--- config.mk ---
export PLATFORM = sky130hd
export DESIGN_NAME = management_bus_initiator
export DESIGN_NICKNAME = d
export VERILOG_FILES = /design/src/rtl/management_bus_initiator.sv
export SDC_FILE = /design/constraint.sdc
export NUM_CORES = 1
export LEC_CHECK = 0
export ABC_CLOCK_PERIOD_IN_PS = 2400
export BUFFER_PORTS_ARGS = -buffer_cell sky130_fd_sc_hd__buf_2
export CAP_MARGIN = 20
export CORE_MARGIN = 2
export CORE_UTILIZATION = 47
export CTS_CLUSTER_SIZE = 14
export DETAILED_ROUTE_END_ITERATION = 8
export PLACE_DENSITY_LB_ADDON = 0.25
export SLEW_MARGIN = 5
export SYNTH_ARGS = -nofsm -noshare
export SYNTH_HDL_FRONTEND = slang
export SYNTH_SLANG_ARGS = --single-unit
--- constraint.sdc ---
create_clock -name clk -period 2.4 [get_ports clk]
set_input_delay 0 -clock clk [delete_from_list [all_inputs] [get_ports clk]]
set_output_delay 0 -clock clk [all_outputs]
set_load 0.01 [all_outputs]
--- src/rtl/management_bus_initiator.sv ---
// -----------------------------------------------------------------------------
// management_bus_initiator
//
// Turns framed bytes from a serial device PHY into register bus accesses.
// A frame is started by evt_start. Its first two bytes carry a read flag
// (bit 7 of the first byte) and a 15-bit register address. The remaining
// bytes are either written to consecutive addresses or, for a read frame,
// consecutive registers are fetched and presented to the PHY one byte at a
// time.
//
// Ports
//   clk            core management clock (the only clock)
//   rst            synchronous active-high reset
//   evt_start      frame start pulse (chip select asserted)
//   evt_stop       frame end pulse (chip select deasserted)
//   rx_data_valid  received byte strobe
//   rx_data[7:0]   received byte
//   tx_data_valid  tx_data holds a byte for the PHY to shift out
//   tx_data[7:0]   byte to shift out next
//   tx_byte_done   PHY has finished shifting the presented byte
//   rd_en          single-cycle register read request
//   rd_addr[15:0]  read address, bit 15 always 0
//   rd_valid       read response strobe
//   rd_data[7:0]   read response data
//   wr_en          single-cycle register write strobe
//   wr_addr[15:0]  write address, bit 15 always 0
//   wr_data[7:0]   write data
//   busy           high whenever a frame is in progress (state not IDLE)
//
// Parameter
//   RD_TIMEOUT     cycles to wait for rd_valid before substituting 0x00
// -----------------------------------------------------------------------------
module management_bus_initiator #(
   parameter int unsigned RD_TIMEOUT = 15
) (
   input  logic        clk,
   input  logic        rst,
   input  logic        evt_start,
   input  logic        evt_stop,
   input  logic        rx_data_valid,
   input  logic [7:0]  rx_data,
   output logic        tx_data_valid,
   output logic [7:0]  tx_data,
   input  logic        tx_byte_done,
   output logic        rd_en,
   output logic [15:0] rd_addr,
   input  logic        rd_valid,
   input  logic [7:0]  rd_data,
   output logic        wr_en,
   output logic [15:0] wr_addr,
   output logic [7:0]  wr_data,
   output logic        busy
);

   localparam int TW = (RD_TIMEOUT < 1) ? 1 : $clog2(RD_TIMEOUT + 1);

   typedef enum logic [2:0] {
      IDLE,
      ADDR_HI,
      ADDR_LO,
      WRITE,
      READ_WAIT,
      READ_HOLD
   } state_e;

   state_e        state_q,    state_d;
   logic [14:0]   addr_q,     addr_d;
   logic          rd_flag_q,  rd_flag_d;
   logic [TW-1:0] timer_q,    timer_d;
   logic          rd_en_q,    rd_en_d;
   logic [15:0]   rd_addr_q,  rd_addr_d;
   logic          wr_en_q,    wr_en_d;
   logic [15:0]   wr_addr_q,  wr_addr_d;
   logic [7:0]    wr_data_q,  wr_data_d;
   logic [7:0]    tx_data_q,  tx_data_d;
   logic          tx_valid_q, tx_valid_d;

   // 15-bit increment: wraps 0x7FFF -> 0x0000 on its own.
   logic [14:0]   addr_inc;
   assign addr_inc = addr_q + 15'd1;

   always_comb begin
      // NOTE: every signal written here gets a default first; a path that
      // leaves one unassigned would infer a latch.
      state_d    = state_q;
      addr_d     = addr_q;
      rd_flag_d  = rd_flag_q;
      timer_d    = timer_q;
      rd_en_d    = 1'b0;
      rd_addr_d  = rd_addr_q;
      wr_en_d    = 1'b0;
      wr_addr_d  = wr_addr_q;
      wr_data_d  = wr_data_q;
      tx_data_d  = tx_data_q;
      tx_valid_d = tx_valid_q;

      // Frame events override everything else; start wins over stop so a
      // back-to-back stop/start pair still opens the new frame. Any byte,
      // response or done strobe in the same cycle is dropped.
      if (evt_start) begin
         state_d    = ADDR_HI;
         tx_valid_d = 1'b0;
         timer_d    = '0;
      end else if (evt_stop) begin
         state_d    = IDLE;
         tx_valid_d = 1'b0;
         timer_d    = '0;
      end else begin
         case (state_q)
            ADDR_HI: begin
               if (rx_data_valid) begin
                  rd_flag_d = rx_data[7];
                  addr_d    = {rx_data[6:0], addr_q[7:0]};
                  state_d   = ADDR_LO;
               end
            end
            ADDR_LO: begin
               if (rx_data_valid) begin
                  addr_d = {addr_q[14:8], rx_data};
                  if (rd_flag_q) begin
                     state_d   = READ_WAIT;
                     rd_en_d   = 1'b1;
                     rd_addr_d = {1'b0, addr_q[14:8], rx_data};
                     timer_d   = '0;
                  end else begin
                     state_d = WRITE;
                  end
               end
            end
            WRITE: begin
               if (rx_data_valid) begin
                  wr_en_d   = 1'b1;
                  wr_addr_d = {1'b0, addr_q};
                  wr_data_d = rx_data;
                  addr_d    = addr_inc;
               end
            end
            READ_WAIT: begin
               // timer_q is 0 in the cycle rd_en is high and counts up from
               // there; reaching RD_TIMEOUT gives up on the responder.
               if (rd_valid) begin
                  tx_data_d  = rd_data;
                  tx_valid_d = 1'b1;
                  state_d    = READ_HOLD;
               end else if (timer_q == TW'(RD_TIMEOUT)) begin
                  tx_data_d  = 8'h00;
                  tx_valid_d = 1'b1;
                  state_d    = READ_HOLD;
               end else begin
                  timer_d = timer_q + TW'(1);
               end
            end
            READ_HOLD: begin
               // The next read is only issued once the current byte is
               // consumed, so at most one read is ever outstanding.
               if (tx_byte_done) begin
                  addr_d     = addr_inc;
                  tx_valid_d = 1'b0;
                  rd_en_d    = 1'b1;
                  rd_addr_d  = {1'b0, addr_inc};
                  timer_d    = '0;
                  state_d    = READ_WAIT;
               end
            end
            default: begin
               state_d = IDLE;
            end
         endcase
      end
   end

   always_ff @(posedge clk) begin
      // NOTE: state is updated with non-blocking assignments so every flop
      // samples the pre-edge value of the others.
      if (rst) begin
         state_q    <= IDLE;
         addr_q     <= '0;
         rd_flag_q  <= 1'b0;
         timer_q    <= '0;
         rd_en_q    <= 1'b0;
         rd_addr_q  <= '0;
         wr_en_q    <= 1'b0;
         wr_addr_q  <= '0;
         wr_data_q  <= '0;
         tx_data_q  <= '0;
         tx_valid_q <= 1'b0;
      end else begin
         state_q    <= state_d;
         addr_q     <= addr_d;
         rd_flag_q  <= rd_flag_d;
         timer_q    <= timer_d;
         rd_en_q    <= rd_en_d;
         rd_addr_q  <= rd_addr_d;
         wr_en_q    <= wr_en_d;
         wr_addr_q  <= wr_addr_d;
         wr_data_q  <= wr_data_d;
         tx_data_q  <= tx_data_d;
         tx_valid_q <= tx_valid_d;
      end
   end

   assign rd_en         = rd_en_q;
   assign rd_addr       = rd_addr_q;
   assign wr_en         = wr_en_q;
   assign wr_addr       = wr_addr_q;
   assign wr_data       = wr_data_q;
   assign tx_data       = tx_data_q;
   assign tx_data_valid = tx_valid_q;
   assign busy          = (state_q != IDLE);

endmodule

After elaboration in Yosys (flattened, before gate mapping)
Cells that the tools add are included.
{ "totals": {"reg_bits": 73, "latchBits": 0, "ramBits": 0, "mem_bits_ro": 0, "out_inout_bits": 52, "elab_cells": 93, "n_memories": 0} }
{ "classes": {"addsub": 2, "mul": 0, "div_mod_pow": 0, "n_lt_le_gt_ge": 0, "n_eq_ne": 19, "n_shift": 0, "n_mux": 35, "bitwise": 5, "n_reduce_logical": 19} }
{ "op_table": {"columns": ["cell", "n"], "rows": [
  ["15-bit case mux with 4 select lines", 1],
  ["16-bit 2-to-1 mux", 3],
  ["15-bit 2-to-1 mux", 3],
  ["16-bit case mux with 2 select lines", 1],
  ["8-bit 2-to-1 mux", 3],
  ["4-bit 2-to-1 mux", 5],
  ["3-bit 2-to-1 mux", 6],
  ["15-bit by 1-bit adder with 15-bit output (second input constant)", 1],
  ["3-bit case mux with 5 select lines", 1],
  ["2-bit != test (second input constant)", 7],
  ["7-bit AND reduction", 2],
  ["4-bit != test (second input constant)", 3],
  ["4-bit case mux with 3 select lines", 1],
  ["4-bit AND reduction", 3],
  ["6-bit AND reduction", 2],
  ["3-bit nonzero test", 4],
  ["5-bit AND reduction", 2],
  ["1-bit 2-to-1 mux", 9],
  ["3-bit by 2-bit equality test with 1-bit output (second input constant)", 2],
  ["3-bit equality test (second input constant)", 2],
  ["3-bit != test (second input constant)", 2],
  ["2-bit nonzero test", 3],
  ["5-bit != test (second input constant)", 1],
  ["1-bit inverter", 5],
  ["7 further kinds", 8]
]} }

Longest topological paths before layout
Gate-level depths: netlist (run 1).
{ "depth": {"depth_word": 6, "ltp_mapped": 7, "depth_no_buf": 5} }

Least setup slack after synthesis (run 1)
No wires, ideal clock.
{ "synth_path": {"path_type": "flip-flop to flip-flop", "from": "reg state_q[2]", "to": "reg timer_q[3]", "setup_ps": 70, "t_arrival_ps": 1561, "required_time_ps": 2330, "path_slack_ps": 768, "stages_incl_launch_ff": 6, "cell_sequence": "dfxtp_1 > buf_2 > or3b_1 > o31a_1 > or4_1 > a21boi_1"} }
{ "synth_via": {"elab_chain_len": 3} }
{ "synth_rtl": {"columns": ["element", "line_no", "text"], "rows": [
  ["from (decl)", "66", "state_e state_q, state_d;"],
  ["from (signal assigned)", "188", "state_q <= state_d;"],
  ["3-bit equality test or 3-bit by 2-bit equality test with 1-bit output (tied branches)", "109", "case (state_q)"],
  ["2-bit != test (no source line) or 3-bit nonzero test (tied branches)", null, null],
  ["6-bit AND reduction (no source line)", null, null],
  ["to (signal assigned)", "191", "timer_q <= timer_d;"],
  ["to (decl)", "69", "logic [TW-1:0] timer_q, timer_d;"]
]} }
Parallel ways exist; a longest one is shown, timed or not.
A chain may end at the register's enable or synchronous reset.

Worst setup path after layout (run 1)
{ "layout_path": {"from": "reg state_q[0]", "to": "reg rd_addr_q[3], in the netlist rd_addr[3]"} }
{ "layout_via": {"elab_chain_len": 3} }
{ "layout_rtl": {"columns": ["element", "line_no", "text"], "rows": [
  ["3-bit by 2-bit equality test with 1-bit output or 3-bit equality test (tied branches)", "109", null],
  ["2-bit != test (no source line) or 2-bit nonzero test (tied branches)", null, null],
  ["6-bit AND reduction (no source line)", null, null],
  ["to (signal assigned)", "193", "rd_addr_q <= rd_addr_d;"],
  ["to (decl)", "71", "logic [15:0] rd_addr_q, rd_addr_d;"]
]} }
Parallel ways exist; a longest one is shown, timed or not.

==> run_results.csv, run 1 <==
group,metric,value,unit
outcome,outcome,"finished clean",
critical_path,rr_endpoint,"rd_addr[3]",
critical_path,worstPathCellList,"and3b_1, a22o_1, nand2_1, o32ai_1",
power_and_ir_drop,pwr_density_cell,573,nW/um^2
cells_and_area,syn_to_final_growth,25.8,%
critical_path,critPathSlowestCell,"dfxtp_1",
synth,synth.top_cells.by_count,"81 x nand2_1, 72 x dfxtp_1, 45 x a21oi_1, 25 x nor2_1, 22 x clkbuf_1",
global_routing,antenna_found_initial,0,
drt,wl,10.4,mm
drt,dr.pass1.iters,5,
critical_path,required,2.65,ns
timing,fin_crit_sh,89.1,%
synth,ys_ff_latch,72,
global_routing,grt_pass1_vias,3437,
timing,slew_headroom,48.7,%
drt,drt_iter0_drc,282,
flow_run,cap_violations,0,
synth,async_flop_share,0,%
synth,synth_most_common_cell,"nand2_1",
drt,vias,3660,
synth,synth_edf_count,0,
cells_and_area,drive_gt1_share,20.5,%
clock_network,clock_sinks,72,
synth,synth_top_area_share,41.2,%
clock_network,h-tree-depth,3,
critical_path,cp_num_buf_inv,0,
cells_and_area,fillerInstances,656,
cells_and_area,design_area,4400,um^2
global_routing,grt_start_max_net_pins,46,
synth,syn_inst,441,
cells_and_area,layout.nets,551,
power_and_ir_drop,p_seq_share,47.8,%
synth,syn_avg_cell_area,7.94,um^2
critical_path,critical_path_class,"reg -> reg",
critical_path,reg2reg_depth,4,
floorplanning,die_area,8150,um^2
drt,drtAntennaViolNets,0,
power_and_ir_drop,switching_power,0.568,mW
floorplanning,start_util,48.5,%
min_path,worstHoldStart,"rd_valid",
power_and_ir_drop,internal_power,1.95,mW
floorplanning,core,7210,um^2
clock_network,clockBufferDepth,2,
place,place_congestion,0.922,
power_and_ir_drop,switching_share,22.5,%
cells_and_area,diodes,0,
clock_network,clk_latency,0.35,ns
min_path,min_path_type,"in -> reg",
critical_path,start_kind,"flip-flop",
synth,synth_sequential_area_ratio,41.2,%
timing,rsz0062_at_grt,"no",
timing,whs,0.00300,ns
drt,drc,0,
floorplanning,floorplan.rows,31,
power_and_ir_drop,vdd_ir_drop_max,0.000365,V
critical_path,crit_fanout,16,
global_routing,overflow,0,
synth,netlist_area,3500,um^2
synth,synth_area_leaders,"dfxtp_1 41%, nand2_1 8.7%, a21oi_1 6.4%",
place,placed_area,3950,um^2
timing,finalClockSkew,0.00818,ns
floorplanning,die_w,90.3,um
power_and_ir_drop,pwr-share-comb,5.5,%
timing,final-hold-violation-count,0,
place,hpwl,7.17,mm
timing,setup_violations,0,
power_and_ir_drop,power_leakage,1.71,nW
timing,period_minus_slack,2.14,ns
drt,routedWlPerCell,16.5,um
power_and_ir_drop,clockPowerShare,46.7,%
floorplanning,die_h,90.3,um
clock_network,clockRootBuffer,"clkbuf_8",
critical_path,rr_startpoint,"state_q[0]",
place,portBuffers,72,
floorplanning,pin_count,75,
synth,yosysTopAreaCell,"dfxtp_1",
clock_network,cts_made_buffers,9,
timing,tns,0,ns
global_routing,grtUsageTotal,25.5,%
synth,ys_warn_count,0,
min_path,holdPathEnd,"tx_data[4]",
critical_path,max_stage_delay,0.67,ns
drt,viasPerCell,5.81,
cells_and_area,fin_util,61.0,%
critical_path,path_delay_family,"simple AND/OR/NAND/NOR gates",
timing,max_freq,0.467,GHz
critical_path,critPathCaptureType,"flip-flop",
clock_network,clkTransAtPathRegs,0.08,ns
synth,ys.flop_type,"dfxtp_1",
critical_path,cp_data_arrival_time,2.39,ns
timing,drv_slew,0,
synth,yosysUniqueCellTypes,62,
timing,worst_slew_pin_slew,0.770,ns
global_routing,grt_pass1_wl,16.9,mm
min_path,min_path_cells,3,
critical_path,regToRegSetupSlack,0.26,ns
clock_network,cts_tree,"built",
[cell type report]
type                    count  area [um^2]  share of cell area [%]
clock buffers              10          128                    2.90
clock inverters             6          116                    2.64
inverters                  11         41.3                   0.938
multi-input cells         325         1880                    42.7
flip-flops and latches     72         1440                    32.7
well taps                  99          124                    2.81
repair buffers            107          673                    15.3
[metal layers]
layer,GRT usage [%],wire length (um)
met5,0,0
met4,10.3,263
met3,4.34,831
met2,41.0,4810
met1,34.1,4480
[timing repair]
| action | CTS | global route |
|---|---|---|
| setup buffers | 0 | 0 |
| resized for setup | 0 | 1 |
| endpoints found under the setup margin | 0 | 1 |
| hold buffers | 20 | 0 |
| hold endpoints to repair | 19 | 0 |
[worst max-delay path by stage]
stage	from	to	slack, ns	cells after the start
2_1_floorplan	state_q[2]	timer_q[3]	0.77	5
3_3_place_gp	state_q[0]	addr_q[0]	0.27	4
3_5_place_dp	state_q[1]	rd_addr[3]	0.20	5
4_1_cts	state_q[1]	rd_addr[3]	0.20	5
5_1_grt	state_q[0]	rd_addr[2]	0.1	4
6_report	state_q[0]	rd_addr[3]	0.26	4
[logic make-up after synthesis]
family | synth area share, %
AOI/OAI and AO/OA | 23.2
xor gates and xnor gates | 2.25
adders and majority gates | 1.00
buffers and inverters | 5.36
DFF | 41.2
muxes | 0.286
other | 0.107
and+or+nand+nor | 26.6
[stage by stage]
stage | power [mW] | cells | setup slack [ns]
after global routing | 2.59 | 630 | 0.0979
final | 2.52 | 630 | 0.261
after detailed placement | 1.35 | 594 | 0.204
after global placement | 1.34 | 593 | 0.271
after CTS | 2.53 | 630 | 0.201
after floorplan | 1.29 | 442 | 0.768
[registers in the layout (all words and copies together) (netlist names)]
register       flops
addr_q            15
state_q            3
rd_flag_q          1
wr_addr           15
tx_data_valid      1
wr_data            8
timer_q            4
rd_addr           15
wr_en              1
tx_data            8
rd_en              1
[worst reg2reg max path, delay by kind of cell (launching register included)]
kind | cells | cell delay (ns)
AOI/OAI and AO/OA | 2 | 0.58
DFF | 1 | 0.67
and+or+nand+nor | 2 | 0.79
[cells in the final DEF, fill, tap and decap left out, drive strengths merged, types with 2 or more instances in the layout]
master	Yosys	routed
a211oi	3	3
a21boi	3	3
a21oi	46	46
a221oi	6	6
a22oi	3	3
a32o	10	10
a32oi	2	2
and2	2	2
and3	2	2
and3b	3	3
and4	4	4
and4b	2	2
buf	12	87
bufinv	0	3
clkbuf	22	10
clkinv	0	2
conb	1	2
dfxtp	72	72
dlygate4sd3	0	20
ha	2	2
inv	11	12
nand2	81	81
nand2b	4	4
nand3	11	11
nand3b	2	2
nand4	13	13
nor2	25	25
nor2b	5	5
nor3	14	14
nor3b	4	4
nor4	6	6
o21a	4	4
o21ai	22	22
o22ai	3	3
o31ai	5	5
o32ai	4	4
or3	4	4
xnor2	8	8
[power by group through the flow]
stage	clock network, mW	logic, mW	registers [mW]
after CTS	1.19	0.135	1.21
after global routing	1.24	0.149	1.21
after floorplan	0	0.0667	1.23
after detailed placement	0	0.112	1.23
after global placement	0	0.110	1.23
final	1.18	0.138	1.21
(Power assumes the default switching activity.)
==> inputs of run 2 (changes only) <==
Settings changed: BUFFER_PORTS_ARGS -buffer_cell sky130_fd_sc_hd__buf_2 to -buffer_cell sky130_fd_sc_hd__clkbuf_2, CTS_CLUSTER_DIAMETER set to 80.
==> run 2 against run 1 <==
  * Flip-flop and latch count stayed put
  * Utilization decreased by 1.3 points
  * Die area is the same
  * First-iteration DRC count shrank 28%
  * Via count grew 0.11%
  * Combinational power about the same
  * Sequential power hardly changed
  * Register-to-register slack improved by 0.06 ns
  * Largest cell class unchanged
==> run_results.csv, run 2 (same netlist as run 1, synthesis figures left out) <==
group,metric,value,unit
clock_network,cts_setup_buffers,0,
clock_network,clockBufferDepth,2,
clock_network,clkTransAtPathRegs,0.08,ns
clock_network,post_cts_resized,0,
drt,viasPerCell,5.83,
min_path,min_path_type,"in -> reg",
drt,drt_iter0_drc,202,
timing,max_freq,0.482,GHz
critical_path,critical_path_class,"reg -> reg",
power_and_ir_drop,switching_share,25.6,%
place,portBuffers,72,
drt,dr.pass1.iters,5,
power_and_ir_drop,internal_power,1.63,mW
timing,fin_crit_sh,86.5,%
power_and_ir_drop,pwr_density_cell,510,nW/um^2
clock_network,cts_made_buffers,9,
global_routing,antenna_found_initial,0,
power_and_ir_drop,p_seq_share,54.9,%
floorplanning,pin_count,75,
timing,worst_slack,0.323,ns
timing,rsz0062_at_grt,"no",
critical_path,path_delay_family,"simple AND/OR/NAND/NOR gates",
drt,drc,0,
critical_path,worstPathCellList,"and3b_1, a22o_1, nand2_1, o32ai_1",
outcome,outcome,"finished clean",
floorplanning,floorplan.rows,31,
critical_path,start_kind,"flip-flop",
critical_path,rr_startpoint,"state_q[0]",
power_and_ir_drop,switching_power,0.563,mW
critical_path,critPathSlowestCell,"dfxtp_1",
critical_path,cp.depth,4,
critical_path,cp_num_buf_inv,0,
cells_and_area,layout_commonest_cell,"nand2_1",
timing,tns,0,ns
critical_path,required,2.66,ns
critical_path,cp_data_arrival_time,2.33,ns
clock_network,clockRootBuffer,"clkbuf_8",
timing,period_minus_slack,2.08,ns
floorplanning,die_h,90.3,um
cells_and_area,drive_gt1_share,20.8,%
cells_and_area,layout.nets,550,
place,place_congestion,0.951,
timing,worst_slew_pin_slew,0.718,ns
critical_path,max_stage_delay,0.62,ns
timing,slew_headroom,52.1,%
critical_path,regToRegSetupSlack,0.32,ns
power_and_ir_drop,vdd_ir_drop_max,0.000293,V
global_routing,grtUsageTotal,25.3,%
drt,routedWlPerCell,16.4,um
critical_path,critPathCaptureType,"flip-flop",
floorplanning,core,7210,um^2
power_and_ir_drop,power_leakage,1.63,nW
timing,final-hold-violation-count,0,
timing,drv_slew,0,
critical_path,crit_fanout,16,
global_routing,grt_pass1_vias,3429,
global_routing,grt_start_max_net_pins,46,
floorplanning,die_w,90.3,um
critical_path,rr_endpoint,"rd_addr[3]",
place,hpwl,7.19,mm
global_routing,grt_pass1_wl,16.8,mm
critical_path,reg2reg_depth,4,
cells_and_area,syn_to_final_growth,23.2,%
cells_and_area,mostFrequentLayoutCells,"81 x nand2_1, 72 x dfxtp_1, 72 x clkbuf_2",
clock_network,clock_sinks,72,
clock_network,cts_tree,"built",
clock_network,ctsHoldBuffers,17,
clock_network,h-tree-depth,3,
cells_and_area,diodes,0,
floorplanning,start_util,48.5,%
global_routing,overflow,0,
drt,vias,3664,
power_and_ir_drop,pwr-share-comb,6.2,%
critical_path,critPathLaunch,"state_q[0]",
power_and_ir_drop,clockPowerShare,38.9,%
drt,drtAntennaViolNets,0,
clock_network,clk_latency,0.35,ns
flow_run,cap_violations,0,
critical_path,critPathCapture,"rd_addr[3]",
timing,setup_violations,0,
floorplanning,die_area,8150,um^2
drt,wl,10.3,mm
timing,finalClockSkew,0.0119,ns
place,pre_cts_ws,0.351,ns
[run 2: changes by cell type in the layout (fill, tap and decap cells not counted)]
cell | before | now
clkinv_2 | 0 | 2
clkinvlp_4 | 0 | 1
buf_4 | 15 | 17
nor3b_1 | 3 | 4
dlygate4sd3_1 | 20 | 17
bufinv_16 | 3 | 0
nor3b_2 | 1 | 0
clkbuf_2 | 0 | 72
buf_2 | 72 | 0
[run 2: worst min-delay path by stage]
stage	startpoint	slack, ns	end	depth (start not counted)
final	evt_start	0.01	state_q[0]	3
after global routing	evt_start	0.03	state_q[0]	3
after CTS	evt_start	0.004	state_q[0]	3
after global placement	rd_data[4]	0.26	tx_data[4]	3
after detailed placement	rd_data[2]	0.27	tx_data[2]	3
after floorplan	evt_stop	0.11	state_q[0]	1
[run 2: layout make-up]
class | instances | area, um^2
fillers | 678 | 2900
multi-input cells | 325 | 1870
flip-flops and latches | 72 | 1440
repair buffers | 106 | 658
clock buffers | 10 | 128
well taps | 99 | 124
clock inverters | 6 | 43.8
inverters | 11 | 41.3
[run 2: through the flow]
stage / cells / hold slack [ns] / utilization, % / instance area (um^2) / power (mW)
final: 629 / 0.0103 / 59.7 / 4310 / 2.20
after global routing: 629 / 0.0287 / 59.7 / 4310 / 2.27
after CTS: 629 / 0.00446 / 59.7 / 4310 / 2.20
after detailed placement: 596 / 0.271 / 55.0 / 3970 / 1.35
after global placement: 595 / 0.265 / 54.9 / 3960 / 1.34
after floorplan: 442 / 0.112 / - / 3500 / 1.29
[run 2: per-layer routing]
layer	routed length [um]	GRT usage [%]	up-vias
met5	0	0	-
met4	267	11.0	0
met3	738	4.92	22
met2	4760	41.4	156
met1	4560	32.5	1716
li1	-	-	1770
[run 2: power groups by stage]
| stage | Combinational, mW | Clock (mW) | Sequential [mW] |
|---|---|---|---|
| after floorplan | 0.0667 | 0 | 1.23 |
| after global placement | 0.111 | 0 | 1.23 |
| after detailed placement | 0.112 | 0 | 1.23 |
| after CTS | 0.134 | 0.863 | 1.21 |
| after global routing | 0.147 | 0.920 | 1.21 |
| final | 0.137 | 0.854 | 1.21 |
[run 2: tightest hold or removal path, stage by stage]
cell and delay, ns:
clkbuf_2 0.14, inv_1 0.07, a221oi_1 0.08
